### src/rtl/imem_arb_if.sv
// Bus bundle for the instruction-memory arbiter: fetch port, debug port and memory side.
// The arbiter takes the slave view; the surrounding requesters and memory take the master view.
interface imem_arb_if #(
  parameter int AW = 6,
  parameter int DW = 32
);
  logic          fetch_req;
  logic [AW-1:0] fetch_adr;
  logic          fetch_gnt;
  logic          fetch_valid;
  logic [DW-1:0] fetch_rd;
  logic          dbg_req;
  logic [AW-1:0] dbg_adr;
  logic          dbg_gnt;
  logic          dbg_valid;
  logic [DW-1:0] dbg_rd;
  logic [AW-1:0] mem_a;
  logic [DW-1:0] mem_rd;

  modport slave (
    input  fetch_req, fetch_adr, dbg_req, dbg_adr, mem_rd,
    output fetch_gnt, fetch_valid, fetch_rd, dbg_gnt, dbg_valid, dbg_rd, mem_a
  );

  modport master (
    output fetch_req, fetch_adr, dbg_req, dbg_adr, mem_rd,
    input  fetch_gnt, fetch_valid, fetch_rd, dbg_gnt, dbg_valid, dbg_rd, mem_a
  );
endinterface

### src/rtl/imem_arb.sv
// Arbiter sharing a single-ported, combinationally-read instruction memory between fetch and debug.
// Fetch has fixed priority; a starvation counter forces one debug grant after MAXWAIT denied cycles.
module imem_arb #(
  parameter int AW      = 6,
  parameter int DW      = 32,
  parameter int MAXWAIT = 4
) (
  input  logic       clk,
  input  logic       reset_b,
  imem_arb_if.slave  bus
);

  typedef enum logic {
    NORMAL    = 1'b0,
    FORCE_DBG = 1'b1
  } mode_t;

  localparam logic [3:0] MAXW = 4'(MAXWAIT);

  mode_t         mode_s;
  logic          force_s;
  logic          fetch_gnt_s;
  logic          dbg_gnt_s;
  logic [AW-1:0] mem_a_s;
  logic [3:0]    wait_cnt_r;
  logic          fetch_valid_r;
  logic          dbg_valid_r;
  logic [DW-1:0] fetch_rd_r;
  logic [DW-1:0] dbg_rd_r;

  // Arbitration mode, grants and memory address select
  always_comb begin
    force_s     = bus.dbg_req & (wait_cnt_r == MAXW);
    mode_s      = force_s ? FORCE_DBG : NORMAL;
    fetch_gnt_s = 1'b0;
    dbg_gnt_s   = 1'b0;
    mem_a_s     = bus.fetch_adr;
    if (!reset_b) begin
      fetch_gnt_s = 1'b0;
      dbg_gnt_s   = 1'b0;
    end else begin
      case (mode_s)
        NORMAL: begin
          fetch_gnt_s = bus.fetch_req;
          dbg_gnt_s   = bus.dbg_req & ~bus.fetch_req;
        end
        FORCE_DBG: begin
          fetch_gnt_s = 1'b0;
          dbg_gnt_s   = 1'b1;
        end
        default: begin
          fetch_gnt_s = 1'b0;
          dbg_gnt_s   = 1'b0;
        end
      endcase
    end
    // An ungranted cycle still presents fetch_adr; that read is simply discarded.
    if (dbg_gnt_s) begin
      mem_a_s = bus.dbg_adr;
    end else begin
      mem_a_s = bus.fetch_adr;
    end
  end

  // Starvation counter: counts consecutive denied debug cycles, saturating at MAXWAIT
  always_ff @(posedge clk or negedge reset_b) begin
    if (!reset_b) begin
      wait_cnt_r <= 4'd0;
    end else if (dbg_gnt_s || !bus.dbg_req) begin
      wait_cnt_r <= 4'd0;
    end else if (wait_cnt_r != MAXW) begin
      wait_cnt_r <= wait_cnt_r + 4'd1;
    end else begin
      wait_cnt_r <= wait_cnt_r;
    end
  end

  // Return path: one-cycle registered read data and valid per requester
  always_ff @(posedge clk or negedge reset_b) begin
    if (!reset_b) begin
      fetch_valid_r <= 1'b0;
      dbg_valid_r   <= 1'b0;
      fetch_rd_r    <= '0;
      dbg_rd_r      <= '0;
    end else begin
      fetch_valid_r <= fetch_gnt_s;
      dbg_valid_r   <= dbg_gnt_s;
      if (fetch_gnt_s) begin
        fetch_rd_r <= bus.mem_rd;
      end else begin
        fetch_rd_r <= fetch_rd_r;
      end
      if (dbg_gnt_s) begin
        dbg_rd_r <= bus.mem_rd;
      end else begin
        dbg_rd_r <= dbg_rd_r;
      end
    end
  end

  assign bus.fetch_gnt   = fetch_gnt_s;
  assign bus.dbg_gnt     = dbg_gnt_s;
  assign bus.mem_a       = mem_a_s;
  assign bus.fetch_valid = fetch_valid_r;
  assign bus.dbg_valid   = dbg_valid_r;
  assign bus.fetch_rd    = fetch_rd_r;
  assign bus.dbg_rd      = dbg_rd_r;

endmodule

### src/flat_wrapper.sv
// flat-port wrapper written by rule: the top's interface ports become plain ports
module imem_arb_flat 
#(
  parameter int AW      = 6,
  parameter int DW      = 32,
  parameter int MAXWAIT = 4
)
  (clk, reset_b, bus_fetch_req, bus_fetch_adr, bus_dbg_req, bus_dbg_adr, bus_mem_rd, bus_fetch_gnt, bus_fetch_valid, bus_fetch_rd, bus_dbg_gnt, bus_dbg_valid, bus_dbg_rd, bus_mem_a);
  imem_arb_if #(.AW(AW), .DW(DW)) bus_i ();
  input  logic clk;
  input  logic reset_b;
  input wire logic [$bits(bus_i.fetch_req)-1:0] bus_fetch_req;
  input wire logic [$bits(bus_i.fetch_adr)-1:0] bus_fetch_adr;
  input wire logic [$bits(bus_i.dbg_req)-1:0] bus_dbg_req;
  input wire logic [$bits(bus_i.dbg_adr)-1:0] bus_dbg_adr;
  input wire logic [$bits(bus_i.mem_rd)-1:0] bus_mem_rd;
  output wire logic [$bits(bus_i.fetch_gnt)-1:0] bus_fetch_gnt;
  output wire logic [$bits(bus_i.fetch_valid)-1:0] bus_fetch_valid;
  output wire logic [$bits(bus_i.fetch_rd)-1:0] bus_fetch_rd;
  output wire logic [$bits(bus_i.dbg_gnt)-1:0] bus_dbg_gnt;
  output wire logic [$bits(bus_i.dbg_valid)-1:0] bus_dbg_valid;
  output wire logic [$bits(bus_i.dbg_rd)-1:0] bus_dbg_rd;
  output wire logic [$bits(bus_i.mem_a)-1:0] bus_mem_a;
  assign bus_i.fetch_req = bus_fetch_req;
  assign bus_i.fetch_adr = bus_fetch_adr;
  assign bus_i.dbg_req = bus_dbg_req;
  assign bus_i.dbg_adr = bus_dbg_adr;
  assign bus_i.mem_rd = bus_mem_rd;
  assign bus_fetch_gnt = bus_i.fetch_gnt;
  assign bus_fetch_valid = bus_i.fetch_valid;
  assign bus_fetch_rd = bus_i.fetch_rd;
  assign bus_dbg_gnt = bus_i.dbg_gnt;
  assign bus_dbg_valid = bus_i.dbg_valid;
  assign bus_dbg_rd = bus_i.dbg_rd;
  assign bus_mem_a = bus_i.mem_a;
  imem_arb #(.AW(AW), .DW(DW), .MAXWAIT(MAXWAIT)) u_core (.clk(clk), .reset_b(reset_b), .bus(bus_i));
endmodule
### config.mk
export PLATFORM = sky130hd
export DESIGN_NAME = imem_arb_flat
export DESIGN_NICKNAME = d
export VERILOG_FILES = /design/src/rtl/imem_arb_if.sv /design/src/rtl/imem_arb.sv /design/src/flat_wrapper.sv
export SDC_FILE = /design/constraint.sdc
export NUM_CORES = 1
export LEC_CHECK = 0
export CORE_MARGIN = 4
export CORE_UTILIZATION = 45
export CTS_CLUSTER_DIAMETER = 100
export CTS_CLUSTER_SIZE = 24
export DETAILED_ROUTE_END_ITERATION = 7
export GPL_TIMING_DRIVEN = 0
export PLACE_DENSITY_LB_ADDON = 0.08
export SLEW_MARGIN = 20
export SYNTH_ARGS = -nofsm -noshare
export SYNTH_HDL_FRONTEND = slang
export SYNTH_SLANG_ARGS = --single-unit
### constraint.sdc
create_clock -name clk -period 3.1 [get_ports clk]
set_input_delay 0.62 -clock clk [delete_from_list [all_inputs] [get_ports clk]]
set_output_delay 0.62 -clock clk [all_outputs]
set_load 0.02 [all_outputs]
==> flow_results.org, run 1 <==
** Min path
- Classification of the worst-slack hold path :: primary input to asynchronous set/reset pin

** Power
- Pwr per Cell Area :: 607 mW/mm^2
- Largest voltage drop on the vdd net :: 0.396 mV
- Leakage power of the design :: 1.79 nW

** Clock network
- Hold Buf Count CTS :: 0
- Clock buffer depth :: 2
- The H-tree generated during clock tree synthesis spans 3 levels.
- Root buffer cell :: sky130_fd_sc_hd__clkbuf_8
- Insertion delay of the later-clocked pin in the worst-skew pair :: 0.33 ns
- Buffers inserted during clock tree synthesis total 9.
- Number of clock sinks :: 70
- After clock tree synthesis, the clock-pin slew on the worst setup and hold paths is 0.07 ns.
- TritonCTS built the clock tree.

** Timing
- After layout, the minimum clock period comes to 2.99 ns.
- Final setup violation count :: 0
- Highest Clock Rate :: 335 MHz
- Worst Max-Slew Pin Slew :: 0.443 ns
- Setup skew after layout :: 0.00492 ns
- In the post-route analysis, the smallest setup slack over all paths is 0.113 ns.
- In this run the tightest slew margin relative to its limit is 70.5%.
- Share of the cycle needed by the critical path after routing :: 96.3%
- The tightest hold path in the finished design has a slack of 0.233 ns.
- The number of max-slew violations in the final report is 0.
- The number of hold violations in the final report came to 0.

** Layout
- Relative to the synthesized area, the layout overhead comes to 54.2%.
- The top cell types in the final layout, fill and taps aside, are 113 x sky130_fd_sc_hd__clkdlybuf4s50_1, 70 x sky130_fd_sc_hd__dfrtp_1, 68 x sky130_fd_sc_hd__mux2_2.
- In the final layout, the multi-input gates occupy 943 um^2.
- Cells with a size suffix above 1 make up 30.4% of the layout.
- Fillers :: 440
- In the final design database the tool counted 359 nets.
- Leaving out fill and tap cells, the most frequent cell in the layout is sky130_fd_sc_hd__clkdlybuf4s50_1.
- Summing all flip-flop and latch instances after layout gives 0.00175 mm^2.
- The number of antenna diodes in the final layout is 0.

** Die
- Num rows :: 28
- Once the floorplan was initialized, standard cells occupied 46.7% of the core.
- 122 I/O pins were placed.
- Die width :: 86.6 um
- In this run the vertical extent of the chip is 86.6 um.
- Standard cell core area :: 0.00596 mm^2
- Die ar. :: 0.00750 mm^2

** Placed design
- The HPWL after detailed placement is 4.80 mm.
- In this run the tool buffered the top-level ports with 121 buffer cells.
- Routability-driven placement finished with a final weighted congestion of 0.726.
- Before CTS, the worst setup slack after placement is -0.242 ns.

** Global route
- For this run, the total global-route usage over all layers was measured as 17.6%.
- Overflow left after global routing :: 0
- The number of antenna violations at the first check in global routing came to 0.
- Entering global routing, the biggest net connects 41 pins.
- Via count of the first global-routing pass :: 2004
- Wire length of the first global-routing pass :: 10.1 mm

** Flow run
- Across the run, the number of max-cap violations was 0.

** Logic synthesis
- Post-Syn Area per Cell :: 16.0 um^2
- The synthesized netlist occupies a cell area of 0.00278 mm^2.
- Synthesized instance count :: 174
- Counting every net in the synthesized netlist gives 224.
- Of the synthesized area, sequential elements account for 63.0%.
- Warnings from Yosys :: 0
- Number of synthesized register bits :: 70
- The number of different library cells used by synthesis comes to 20.

** Worst setup path
- In this run the worst path has a maximum fanout of 11.
- The critical path is of the register to primary output type.
- The cell that appears most often on the critical path is sky130_fd_sc_hd__buf_6.
- The worst setup path is launched from a register.
- STA puts the critical path data required time at 2.48 ns.
- Largest stage delay, worst path :: 0.40 ns
- The worst setup path is captured at a primary output.
- The signal on the critical path passes through inv_1 > ha_1 > nand3b_1 > a21oi_2 > buf_6 > buf_6 > mux2_2 > dlygate4sd2_1.
- The largest individual stage delay along the critical path comes from the cell sky130_fd_sc_hd__dfrtp_1.
- WP data arrival :: 2.37 ns

** Route
- Dividing the detail-routed wire length by the instance count gives 16.4 um.
- Once detail routing completed, the nets flagged for antenna violations numbered 0.
- DR top layer :: met4
- Detailed-routed wire length on met3 :: 598 um
- Routed vias :: 1883
- The first TritonRoute pass finished after 4 iterations.
- Wires add up to 6.36 mm.
- In the final routing, the length of wire on met1 measures 2.63 mm.
- # DRC :: 0
- Dividing the detail-routed via count by the number of cells gives 4.87.
- The routed design uses 3.06 mm of met2 wire.
- The first routing iteration left 38 violations.

** Status
- The flow ran to the end, and the final reports show no timing, DRC or antenna violations.
## kinds of logic (layout without fill, tap and decap cells)
group / count (synthesis) / after routing / share of synthesized area [%]
adders and majority gates: 2 / 2 / 0.900
muxes: 70 / 70 / 28.4
AOI/OAI and AO/OA: 4 / 4 / 1.26
and+or+nand+nor: 15 / 15 / 2.79
xor gates and xnor gates: 2 / 2 / 0.630
buffers and inverters: 11 / 149 / 3.06
DFF: 70 / 70 / 63.0
## worst max-delay path: cells and delay by family (launching register included)
| family | cells | cell delay, ns |
|---|---|---|
| buffers and inverters | 4 | 0.75 |
| flip-flops | 1 | 0.40 |
| multiplexers | 1 | 0.34 |
| adder cells (fa/ha/maj) | 1 | 0.22 |
| AO/OA/AOI/OAI | 1 | 0.19 |
| AND/OR/NAND/NOR | 1 | 0.13 |
## sequential cells by signal, indices dropped and copies added, names as in the netlist
register                count
u_core.bus.fetch_rd        32
u_core.bus.dbg_rd          32
u_core.bus.fetch_valid      1
u_core.wait_cnt_r           4
u_core.bus.dbg_valid        1
## report_power, final
part | switching, mW | internal [mW] | leakage, nW
Clock | 0.306 | 0.347 | 0.0914
Combinational | 0.366 | 0.443 | 0.869
Sequential | 0.0751 | 1.06 | 0.834
Total | 0.747 | 1.85 | 1.79
## area by class of cell
| class | count | share of cell area, % |
|---|---|---|
| Sequential cell | 70 | 40.9 |
| Timing Repair Buffer | 124 | 28.8 |
| Multi-Input combinational cell | 93 | 22.0 |
| Clock buffer | 13 | 3.94 |
| Tap cell | 75 | 2.19 |
| Buffer | 8 | 1.81 |
| Inverter | 3 | 0.263 |
| Clock inverter | 1 | 0.117 |
## through the flow
stage                     util, %  cells  TNS [ns]  power, mW  cell area (um^2)
final                        72.0    387         0       2.60              4290
after floorplan                 -    174         0       1.53              2780
after global routing         72.0    387   -0.0664       2.73              4290
after detailed placement     68.9    371     -1.40       1.98              4100
after CTS                    71.8    386         0       2.64              4280
after global placement       68.6    370   -217.32       1.96              4090
## what timing repair did
item                                    in CTS  in global routing
pin swaps                                    1                  1
endpoints found under the setup margin       7                  7
gates resized for setup                      8                  0
setup buffers                                1                  1
## per-layer routing
| metal | vias to the layer above | track usage [%] |
|---|---|---|
| li1 | 881 | - |
| met1 | 922 | 21.4 |
| met2 | 74 | 28.2 |
| met3 | 6 | 7.70 |
| met4 | 0 | 5.52 |
| met5 | - | 0 |
## cells in the mapped netlist
library cell | n | area share, %
sky130_fd_sc_hd__ha_1 | 2 | 0.90
sky130_fd_sc_hd__buf_4 | 1 | 0.27
sky130_fd_sc_hd__nand2_1 | 5 | 0.68
sky130_fd_sc_hd__nand2b_1 | 1 | 0.23
sky130_fd_sc_hd__nand3_1 | 2 | 0.36
sky130_fd_sc_hd__dfrtp_1 | 70 | 63
sky130_fd_sc_hd__a21oi_2 | 1 | 0.32
sky130_fd_sc_hd__inv_1 | 3 | 0.41
sky130_fd_sc_hd__and3b_1 | 1 | 0.32
sky130_fd_sc_hd__buf_2 | 2 | 0.36
sky130_fd_sc_hd__nand4b_1 | 1 | 0.32
sky130_fd_sc_hd__mux2_2 | 68 | 28
sky130_fd_sc_hd__a21oi_4 | 1 | 0.59
sky130_fd_sc_hd__nand3b_1 | 1 | 0.27
sky130_fd_sc_hd__nor2_1 | 2 | 0.27
sky130_fd_sc_hd__a21oi_1 | 2 | 0.36
sky130_fd_sc_hd__buf_6 | 5 | 2.0
sky130_fd_sc_hd__mux2_1 | 2 | 0.81
sky130_fd_sc_hd__xnor2_1 | 2 | 0.63
sky130_fd_sc_hd__nor3_1 | 2 | 0.36
## final timing paths
check	start	to	slack [ns]	depth (start not counted)
max	u_core.wait_cnt_r[0]	bus_mem_a[4]	0.11	8
max in group asynchronous	reset_b	u_core.bus.fetch_rd[1]	2.31	2
max reg2reg	u_core.wait_cnt_r[0]	u_core.bus.fetch_rd[19]	1.11	8
min	reset_b	u_core.bus.dbg_rd[13]	0.23	1
min in group clk	u_core.bus.fetch_rd[17]	u_core.bus.fetch_rd[17]	0.49	1
min reg2reg	u_core.bus.fetch_rd[17]	u_core.bus.fetch_rd[17]	0.49	1
No activity file was read; power rests on OpenSTA's default activity.
==> inputs of run 2 (changes only) <==
--- a/config.mk
+++ b/config.mk
@@ -11,7 +11,7 @@
 export CTS_CLUSTER_SIZE = 24
 export DETAILED_ROUTE_END_ITERATION = 7
 export GPL_TIMING_DRIVEN = 0
-export PLACE_DENSITY_LB_ADDON = 0.08
+export PLACE_DENSITY_LB_ADDON = 0.12
 export SLEW_MARGIN = 20
 export SYNTH_ARGS = -nofsm -noshare
 export SYNTH_HDL_FRONTEND = slang
==> run 2 against run 1 <==
Against the previous run:
- cell count rose by 1.3%
- global-route usage up 0.52 points
- via count increased by 1.4%
- largest power group unchanged
- flip-flop and latch count stayed put
- worst hold slack worse by 0.12 ns
- clock-buffer cell count decreased by 4
==> flow_results.org, run 2 (synthesis results as in run 1) <==
** Route
- The count of vias placed by the detailed router was 1909 (+1.4%).
- # DRC :: 0 (unchanged)
- Remaining antenna violation count :: 0 (unchanged)
- The wire length after detailed routing was 6.45 mm (+1.4%).
- The number of DRC markers in iteration 0 came to 29 (-24%).
- The number of vias per cell came to 4.87 (about the same).
- The number of optimization iterations in the first detailed-route pass came to 4 (unchanged).
- Average wire per standard cell :: 16.4 um (+0.14%)

** Timing
- Share of the cycle needed by the critical path after routing :: 95.5% (-0.87 points)
- Final setup violation count :: 0 (unchanged)
- The number of max-slew violations in the final report is 0 (unchanged).
- The worst slew slack as a fraction of its limit came to 83.8% (+13 points).
- Setup skew after layout :: 0.00911 ns (+0.00418 ns)
- The minimum clock period was 2.96 ns (-0.0270 ns).
- The slew at the pin closest to its max-slew limit came to 0.243 ns (-0.200 ns).
- The highest achievable clock rate is 338 MHz (+0.91%).
- RSZ-0062 raised after global routing :: no
- The number of hold violations in the final report was 0 (unchanged).

** Power
- Net load switching power :: 0.784 mW (+4.9%)
- The highest ir drop seen on vdd is 0.448 mV (+13%).
- Leakage power of the design :: 1.87 nW (+4.1%)
- Pint :: 2.21 mW (+19%)
- Share of power burned in the clock network :: 34.5% (+9.4 points)
- The part of the power in combinational logic came to 27.4% (-3.7 points).
- The switching power as a share of total power is 26.2% (-2.5 points).
- The power density over the cells is 673 mW/mm^2 (+11%).
- The sequential fraction of design power was 38.1% (-5.7 points).

** Layout
- The final core area utilization was 74.7% (+2.7 points).
- Total area of multi-input combinational cells :: 946 um^2 (+0.27%)
- Signed area change from the synthesized netlist to the final layout :: 60.0%
- Final Instance Count excl. Fillers :: 392 (+1.3%)
- Leaving out fill and tap cells, the most frequent cell in the layout is sky130_fd_sc_hd__clkdlybuf4s50_1.
- The number of nets in the layout is 363 (+1.1%).
- Sequential cell area :: 0.00175 mm^2 (unchanged)
- The final antenna diode count came to 0 (unchanged).
- The number of filler cells placed in the layout is 418 (-5.0%).
- The ratio of cells with drive above 1 in the final layout is 32.2% (+1.7 points).
- Top library cells by usage in the layout, fill and taps aside :: 114 x sky130_fd_sc_hd__clkdlybuf4s50_1, 70 x sky130_fd_sc_hd__dfrtp_1, 68 x sky130_fd_sc_hd__mux2_2

** Worst setup path
- CP required :: 2.48 ns (about the same)
- Count of buffering cells on the critical path with inverters included :: 4 (unchanged)
- The arrival time of data at the critical path endpoint came to 2.34 ns (-0.03 ns).
- The number of cells on the worst reg-to-reg path came to 8 (unchanged).
- Among cell families on the critical path, the largest total delay comes from buffers and inverters.
- The highest net fanout along the worst path is 11 (unchanged).
- The worst register-to-register path ends at u_core.bus.fetch_rd[6].
- By startpoint and endpoint, the worst setup path is classified as primary input to primary output.
- Worst path slowest cell :: sky130_fd_sc_hd__clkdlybuf4s50_1
- The flop-to-flop setup slack came to 1.19 ns (+0.08 ns).
- Kind of capture point of the worst setup path :: primary output
- Traced cell by cell, the critical path runs through clkdlybuf4s50_1 > nand2_1 > a21oi_2 > buf_6 > buf_6 > mux2_2 > dlygate4sd2_1.
- Origin of the critical flop-to-flop path :: u_core.wait_cnt_r[0]
- Startpoint Class :: primary input
- The delay contributed by the slowest stage of the critical path came to 0.55 ns (+0.15 ns).
- By instance count, the cell type seen most on the critical path is sky130_fd_sc_hd__buf_6.

** Status
- Status :: finished clean

** Die
- The number of placed I/O pins was 122 (unchanged).
- The die width came to 86.6 um (unchanged).
- The die footprint is 0.00750 mm^2 (unchanged).
- The starting density of the core is 46.7% (unchanged).
- Vertical die dimension :: 86.6 um (unchanged)
- Num rows :: 28 (unchanged)
- Standard cell core area :: 0.00596 mm^2 (unchanged)

** Placed design
- The number of buffer cells added on primary ports is 121 (unchanged).
- Half-perimeter wire length after placement :: 4.76 mm (-0.96%)
- Number of placed cells counting well taps :: 371 (unchanged)
- Final Wtd Congestion :: 0.722 (-0.48%)

** Clock network
- The number of H-tree levels came to 3 (unchanged).
- Insertion delay of the later-clocked pin in the worst-skew pair :: 0.34 ns (about the same)
- Clock-pin slew on the worst setup and hold paths :: 0.08 ns (about the same)
- Clock buffer depth :: 2 (unchanged)
- CTS tree :: built
- Number of clock sinks :: 70 (unchanged)
- Total clock buffers created by CTS :: 9 (unchanged)
- The number of hold buffers added after CTS was 0 (unchanged).
- Root buffer cell :: sky130_fd_sc_hd__clkbuf_8

** Global route
- The global router's overall resource usage was 18.1% (+0.52 points).
- Wire length of the first global-routing pass :: 10.3 mm (+2.0%)
- The leftover overflow at the end of global routing is 0 (unchanged).
- Largest net degree at the start of global routing :: 39 (-4.9%)
- The number of antenna violations at the first check in global routing came to 0 (unchanged).
- The via count of the first global-routing pass was 2045 (+2.0%).

** Min path
- Classification of the worst-slack hold path :: primary input to asynchronous set/reset pin

** Flow run
- Max cap viols :: 0 (unchanged)
## run 2: cell count changes in the layout (fill, tap and decap cells not counted), sizes merged
cell	delta
clkdlybuf4s50	+1
dlygate4sd2	-1
bufinv	+5
buf	+4
clkbuf	-4
## run 2: per-stage QoR
| stage | power (mW) | cell area (um^2) | setup TNS [ns] | setup WS [ns] | hold slack (ns) |
|---|---|---|---|---|---|
| 2_1_floorplan | 1.53 | 2780 | 0 | 0.807 | 0.324 |
| 3_3_place_gp | 1.96 | 4090 | -214.01 | -2.81 | 0.468 |
| 3_5_place_dp | 1.98 | 4100 | -2.85 | -0.440 | 0.479 |
| 4_1_cts | 3.02 | 4400 | 0 | 0.00219 | 0.106 |
| 5_1_grt | 3.13 | 4450 | 0 | 0.0400 | 0.0980 |
| 6_report | 2.99 | 4450 | 0 | 0.140 | 0.109 |
## run 2: worst max-delay path by stage
stage / start / to / cells past startpoint / slack [ns]
floorplan: u_core.wait_cnt_r[0] / bus_mem_a[0] / 7 / 0.81
detailed placement: reset_b / bus_mem_a[0] / 8 / -0.44
global placement: reset_b / bus_mem_a[4] / 7 / -2.81
global route: u_core.wait_cnt_r[0] / bus_mem_a[0] / 8 / 0.04
finish: bus_dbg_req / bus_mem_a[0] / 7 / 0.14
CTS: u_core.wait_cnt_r[0] / bus_fetch_gnt / 7 / 0.002
## run 2: worst register-to-register path, stage by stage (launching register included)
cell,delay (ns)
sky130_fd_sc_hd__dfrtp_1,0.37
sky130_fd_sc_hd__inv_1,0.08
sky130_fd_sc_hd__ha_2,0.20
sky130_fd_sc_hd__and3b_1,0.19
sky130_fd_sc_hd__buf_6,0.13
sky130_fd_sc_hd__a21oi_4,0.18
sky130_fd_sc_hd__buf_4,0.14
sky130_fd_sc_hd__buf_6,0.15
sky130_fd_sc_hd__mux2_2,0.35
## run 2: power by group through the flow
stage | clock [mW] | combinational [mW] | sequential, mW
after global placement | 0 | 0.810 | 1.15
after detailed placement | 0 | 0.825 | 1.16
final | 1.03 | 0.819 | 1.14
after CTS | 1.05 | 0.827 | 1.14
after floorplan | 0 | 0.186 | 1.34
after global routing | 1.10 | 0.868 | 1.16
## run 2: what timing repair did
| action | 4_1_cts | 5_1_grt |
|---|---|---|
| setup buffers | 0 | 6 |
| pin swaps | 0 | 2 |
| cloned | 0 | 0 |
| gates resized for setup | 11 | 1 |
| setup endpoints to repair | 8 | 8 |
## run 2: final cells by class
type / count / area share, %
Sequential cell: 70 / 39.4
Buffer: 8 / 1.74
Timing Repair Buffer: 128 / 28.9
Clock inverter: 6 / 3.57
Clock buffer: 9 / 2.78
Inverter: 3 / 0.253
Multi-Input combinational cell: 93 / 21.3
Tap cell: 75 / 2.11
## run 2: per-layer routing
layer	part of all wire [%]	vias to the layer above	track usage [%]	routed length (um)
met3	8.3	9	6.56	536
met2	49	71	29.7	3160
met5	0	-	0	0
met1	41	940	21.9	2660
li1	-	889	-	-
met4	1.4	0	6.80	93
